===== config.mk =====
export PLATFORM = sky130hd
export DESIGN_NAME = arm7tdmi_mem_stage
export DESIGN_NICKNAME = d
export VERILOG_FILES = /design/src/rtl/arm7tdmi_mem_stage.sv
export SDC_FILE = /design/constraint.sdc
export NUM_CORES = 1
export LEC_CHECK = 0
export BUFFER_PORTS_ARGS = -buffer_cell sky130_fd_sc_hd__buf_2
export CORE_MARGIN = 5
export CORE_UTILIZATION = 49
export CTS_BUF_LIST = sky130_fd_sc_hd__clkbuf_8
export CTS_CLUSTER_DIAMETER = 150
export DETAILED_ROUTE_END_ITERATION = 8
export GPL_TIMING_DRIVEN = 1
export PLACE_DENSITY = 0.83
export SETUP_SLACK_MARGIN = 0.2
export SYNTH_ARGS = -nofsm -noshare
export SYNTH_HDL_FRONTEND = slang
export SYNTH_SLANG_ARGS = --single-unit

===== constraint.sdc =====
create_clock -name clk -period 1.84 [get_ports clk]
set_input_delay 0.184 -clock clk [delete_from_list [all_inputs] [get_ports clk]]
set_output_delay 0.184 -clock clk [all_outputs]
set_load 0.01 [all_outputs]

===== src/rtl/arm7tdmi_mem_stage.sv =====
// Memory-access stage: one req/ack bus transaction per load/store, registered writeback.
// Optional build macro ARM7TDMI_MEM_TIMEOUT_EN aborts a transaction left unacknowledged for TIMEOUT_CYCLES.
module arm7tdmi_mem_stage #(
    parameter int TIMEOUT_CYCLES = 16
) (
    input  logic        clk,
    input  logic        rst,
    input  logic        flush,
    input  logic        ex_valid,
    input  logic        ex_mem_req,
    input  logic        ex_mem_write,
    input  logic [1:0]  ex_mem_size,
    input  logic [31:0] ex_address,
    input  logic [31:0] ex_store_data,
    input  logic [31:0] ex_result,
    input  logic [3:0]  ex_rd,
    input  logic        ex_reg_we,
    output logic        stall_out,
    output logic        bus_req,
    output logic        bus_we,
    output logic [31:0] bus_addr,
    output logic [3:0]  bus_be,
    output logic [31:0] bus_wdata,
    input  logic        bus_ack,
    input  logic        bus_abort,
    input  logic [31:0] bus_rdata,
    output logic        wb_valid,
    output logic        wb_we,
    output logic [3:0]  wb_addr,
    output logic [31:0] wb_data,
    output logic        data_abort
);

    typedef enum logic {
        IDLE = 1'b0,
        REQ  = 1'b1
    } state_t;

    state_t      state;
    state_t      state_next;
    logic [1:0]  size_q;
    logic [3:0]  rd_q;
    logic        capture;
    logic        timeout;
    logic [3:0]  be_calc;
    logic [31:0] wdata_calc;
    logic [31:0] load_fmt;
    logic [63:0] rdata_dbl;
    logic        wb_valid_next;
    logic        wb_we_next;
    logic [3:0]  wb_addr_next;
    logic [31:0] wb_data_next;
    logic        abort_next;

    // Handshake: bus_req stays high with addr/we/be/wdata frozen until a cycle with bus_ack;
    // that cycle ends the transaction, and bus_abort/bus_rdata are only meaningful in it.
    assign bus_req   = (state == REQ);
    assign stall_out = (state == REQ);

    always_comb begin
        be_calc    = 4'b1111;
        wdata_calc = ex_store_data;
        case (ex_mem_size)
            2'b00: begin
                be_calc    = 4'b0001 << ex_address[1:0];
                wdata_calc = {4{ex_store_data[7:0]}};
            end
            2'b01: begin
                be_calc    = ex_address[1] ? 4'b1100 : 4'b0011;
                wdata_calc = {2{ex_store_data[15:0]}};
            end
            default: begin
                be_calc    = 4'b1111;
                wdata_calc = ex_store_data;
            end
        endcase
    end

    // Misaligned word loads rotate right by the byte offset, as on the ARM7.
    assign rdata_dbl = {bus_rdata, bus_rdata} >> {bus_addr[1:0], 3'b000};

    always_comb begin
        load_fmt = rdata_dbl[31:0];
        case (size_q)
            2'b00:   load_fmt = {24'h0, rdata_dbl[7:0]};
            2'b01:   load_fmt = bus_addr[1] ? {16'h0, bus_rdata[31:16]} : {16'h0, bus_rdata[15:0]};
            default: load_fmt = rdata_dbl[31:0];
        endcase
    end

`ifdef ARM7TDMI_MEM_TIMEOUT_EN
    localparam int CW = $clog2(TIMEOUT_CYCLES + 1);
    logic [CW-1:0] tmo_cnt;

    assign timeout = (state == REQ) && !bus_ack && (tmo_cnt == CW'(TIMEOUT_CYCLES - 1));

    always_ff @(posedge clk) begin
        if (rst || state != REQ) begin
            tmo_cnt <= '0;
        end else if (!bus_ack) begin
            tmo_cnt <= tmo_cnt + 1'b1;
        end
    end
`else
    // No counter in this build; REQ waits for bus_ack indefinitely.
    assign timeout = 1'b0 && (TIMEOUT_CYCLES > 0);
`endif

    always_comb begin
        state_next    = state;
        capture       = 1'b0;
        wb_valid_next = 1'b0;
        wb_we_next    = 1'b0;
        wb_addr_next  = 4'h0;
        wb_data_next  = 32'h0;
        abort_next    = 1'b0;
        case (state)
            IDLE: begin
                if (ex_valid && !flush) begin
                    if (ex_mem_req) begin
                        capture    = 1'b1;
                        state_next = REQ;
                    end else begin
                        wb_valid_next = 1'b1;
                        wb_we_next    = ex_reg_we;
                        wb_addr_next  = ex_rd;
                        wb_data_next  = ex_result;
                    end
                end
            end
            REQ: begin
                if (bus_ack) begin
                    state_next = IDLE;
                    if (bus_abort) begin
                        abort_next = 1'b1;
                    end else begin
                        wb_valid_next = 1'b1;
                        wb_we_next    = !bus_we;
                        wb_addr_next  = rd_q;
                        wb_data_next  = bus_we ? 32'h0 : load_fmt;
                    end
                end else if (timeout) begin
                    state_next = IDLE;
                    abort_next = 1'b1;
                end
            end
            default: state_next = IDLE;
        endcase
    end

    always_ff @(posedge clk) begin
        if (rst) begin
            state      <= IDLE;
            bus_we     <= 1'b0;
            bus_addr   <= 32'h0;
            bus_be     <= 4'h0;
            bus_wdata  <= 32'h0;
            size_q     <= 2'b00;
            rd_q       <= 4'h0;
            wb_valid   <= 1'b0;
            wb_we      <= 1'b0;
            wb_addr    <= 4'h0;
            wb_data    <= 32'h0;
            data_abort <= 1'b0;
        end else begin
            state      <= state_next;
            wb_valid   <= wb_valid_next;
            wb_we      <= wb_we_next;
            wb_addr    <= wb_addr_next;
            wb_data    <= wb_data_next;
            data_abort <= abort_next;
            if (capture) begin
                bus_we    <= ex_mem_write;
                bus_addr  <= ex_address;
                bus_be    <= be_calc;
                bus_wdata <= wdata_calc;
                size_q    <= ex_mem_size;
                rd_q      <= ex_rd;
            end
        end
    end

endmodule


==> qor.csv <==
stage;metric;value;unit
power_and_ir_drop;pwr_density_cell;767;mW/mm^2
synth;ys_async_sr_fraction;0;%
cts;cts_tree;built;
floorplan;die_h;117;um
power_and_ir_drop;p_leak;3.48;nW
cells_and_area;n_antenna_cell;0;
sta;period_share;84.1;%
sta;setup_viol;0;
global_route;grtUsageTotal;27.7;%
sta;tns;0;ns
synth;syn_nets;753;
cells_and_area;drive_gt1_share;38.7;%
floorplan;rows;39;
worst_setup_path;cp-endpoint;bus_addr[10];
worst_setup_path;worstPathArrival;1.93;ns
synth;syn_inst;610;
worst_setup_path;crit_path_start;bus_req;
routing;wl_per_cell;18.5;um
synth;synth_xor_xnor_area_share;0;%
routing;num_vias;5965;
worst_hold_path;min-delay-start;bus_ack;
synth;ys_seq_area_share;41.0;%
sta;worstMarginPinSlew;0.519;ns
synth;synth_compound_area_share;20.7;%
cts;cts_buffers;17;
power_and_ir_drop;p_switching;1.62;mW
cts;clkTransAtPathRegs;0.07;ns
routing;drt-initial-drc-count;496;
power_and_ir_drop;p_comb_share;15.5;%
synth;synth-edff-count;0;
global_route;grt_max_degree;95;
synth;synth_fa_ha_area_share;0;%
routing;final_antenna_net_count;0;
synth;yosysTopAreaCell;dfxtp_1;
cts;cts_root_buffer;clkbuf_8;
power_and_ir_drop;power;6.21;mW
sta;skew;0.00987;ns
power_and_ir_drop;p_sw_share;26.0;%
sta;slew-limit-headroom;65.3;%
routing;firstDrtPassIters;7;
synth;synth-simple-area-share;13.8;%
placed_design;place_hpwl;12.2;mm
cts;clk_latency;0.46;ns
status;status;finished, final reports clean;
global_route;grt_pass1_vias;5805;
worst_setup_path;reg2reg_depth;4;
synth;ys_warn_count;0;
worst_setup_path;r2r_slack;0.29;ns
sta;fmax;646;MHz
synth;synth_top_area_share;41.0;%
floorplan;start_util;49.7;%
power_and_ir_drop;clkPwrFrac;42.5;%
worst_hold_path;hp-class;input pin to register;
global_route;overflow;0;
worst_setup_path;crit_type;register to register;
synth;synth_top_family_by_area;compound AO/OA/AOI/OAI gates;
global_route;antenna_found_initial;0;
power_and_ir_drop;peakVddDrop;0.696;mV
synth;ys_types;37;
synth;muxShareOfSynthArea;18.0;%
cells_and_area;mostFrequentLayoutCells;251 x buf_2, 112 x nand2_1, 112 x dfxtp_1;
worst_setup_path;r2r_start;bus_req;
cts;cts_max_level;4;
cts;clock-sinks;115;
floorplan;io_pins;253;
routing;postRouteWirelength;19.7;mm
cells_and_area;mostFrequentLayoutCell;buf_2;
synth;synthesis.area;0.00562;mm^2
cells_and_area;instances_no_fill;1065;
worst_setup_path;worstPathMaxFanout;28;
cells_and_area;final_nets;1052;
synth;syn_avg_cell_area;9.22;um^2
job;maxCapViolations;0;
synth;synth.area.top_cells;dfxtp_1 41%, nand2_1 7.5%, a21oi_1 6.9%;
worst_setup_path;worst_r2r_endpoint;bus_addr[10];
floorplan;coreArea;0.0113;mm^2
routing;via_per_inst;5.60;
power_and_ir_drop;p_int;4.60;mW
placed_design;numPortBuffers;252;
worst_setup_path;critPathRequiredTime;2.23;ns
floorplan;dieArea;0.0137;mm^2
cells_and_area;area_growth_syn_to_layout;44.2;%
synth;yosys_most_used_dff;dfxtp_1;
sta;maxSlewViolCount;0;
sta;hold_violations;0;
sta;period_needed;1.55;ns
placed_design;dp.cells;966;
sta;whs;0.0191;ns
cts;clock_path_buffers;2;
synth;synth_seq_cells;115;
global_route;grt_pass1_wl;29.3;mm
worst_setup_path;cp-end-kind;register;
worst_setup_path;cp-start-kind;register;
placed_design;gp_congestion;0.841;
power_and_ir_drop;power_frac_seq;42.0;%
routing;drcViolationCount;0;
floorplan;fp.dieW;117;um
sta;rsz0062_at_grt;no;
-- metrics by stage --
stage	worst slack (ns)	area (um^2)	util, %
CTS	0.218	8050	71.1
floorplan	0.332	5620	-
global placement	0.301	6980	61.7
finish	0.292	8110	71.6
global route	0.213	8110	71.6
detailed placement	0.250	6980	61.7
-- routing by layer --
metal,up-vias,track usage [%],share of wire [%]
met5,-,0,0
met4,0,15.6,4.0
met3,64,10.6,11
met2,336,44.8,48
met1,2752,31.2,37
li1,2813,-,-
-- flip-flops by register name (all words and copies together), names as in the netlist --
register and count:
wb_data 32, wb_valid 1, wb_we 1, bus_be 4
bus_wdata 32, wb_addr 4, bus_addr 32, rd_q 4
data_abort 1, bus_we 1, bus_req 1, size_q 2
-- worst min path at each step --
| stage | cells past startpoint | to | slack, ns |
|---|---|---|---|
| finish | 3 | bus_req | 0.02 |
| global route | 3 | bus_wdata[0] | 0.01 |
| CTS | 3 | bus_wdata[0] | 0.00004 |
| detailed placement | 2 | wb_data[16] | 0.41 |
| global placement | 2 | wb_data[31] | 0.40 |
| floorplan | 1 | wb_data[31] | 0.31 |
-- cell type report --
| type | count | area (um^2) |
|---|---|---|
| Fill cell | 804 | 3210 |
| Multi-Input combinational cell | 432 | 2990 |
| Sequential cell | 115 | 2310 |
| Timing Repair Buffer | 340 | 2170 |
| Clock buffer | 19 | 262 |
| Clock inverter | 13 | 183 |
| Tap cell | 143 | 179 |
| Inverter | 3 | 11.3 |
-- worst max-delay path, stage by stage (launching register included) --
cell,delay (ns)
dfxtp_2,0.38
nor4bb_4,0.41
buf_4,0.36
nand2_1,0.14
a21oi_1,0.16
-- synth_stat cells, drive strengths merged, types with 2 or more instances --
cell,instances
a211oi,16
a21oi,77
a22o,15
a22oi,16
a2bb2oi,4
a311oi,16
a31oi,2
buf,42
clkbuf,18
dfxtp,115
inv,3
mux2,28
mux2i,36
mux4,15
nand2,112
nand2b,12
nand3,8
nor2,24
nor2b,3
o211ai,8
o21ai,14
o22a,8
or3,8
-- power by group through the flow --
stage | logic, mW | clock network [mW] | registers (mW)
after floorplan | 0.422 | 0 | 2.69
after CTS | 0.933 | 2.66 | 2.61
after detailed placement | 0.826 | 0 | 2.66
after global routing | 1.04 | 2.80 | 2.62
after global placement | 0.813 | 0 | 2.66
final | 0.964 | 2.64 | 2.61
-- timing repair --
action                                  in CTS  in global routing
hold endpoints to repair                    66                  1
buffers inserted                             0                  2
gates resized for setup                      0                  4
hold buffers                                62                  1
endpoints found under the setup margin       0                 15
-- cell families after synthesis --
logic type             Yosys count
buffers and inverters           63
muxes                           79
DFF                            115
AOI/OAI and AO/OA              178
and+or+nand+nor                175
(Power assumes the default switching activity.)
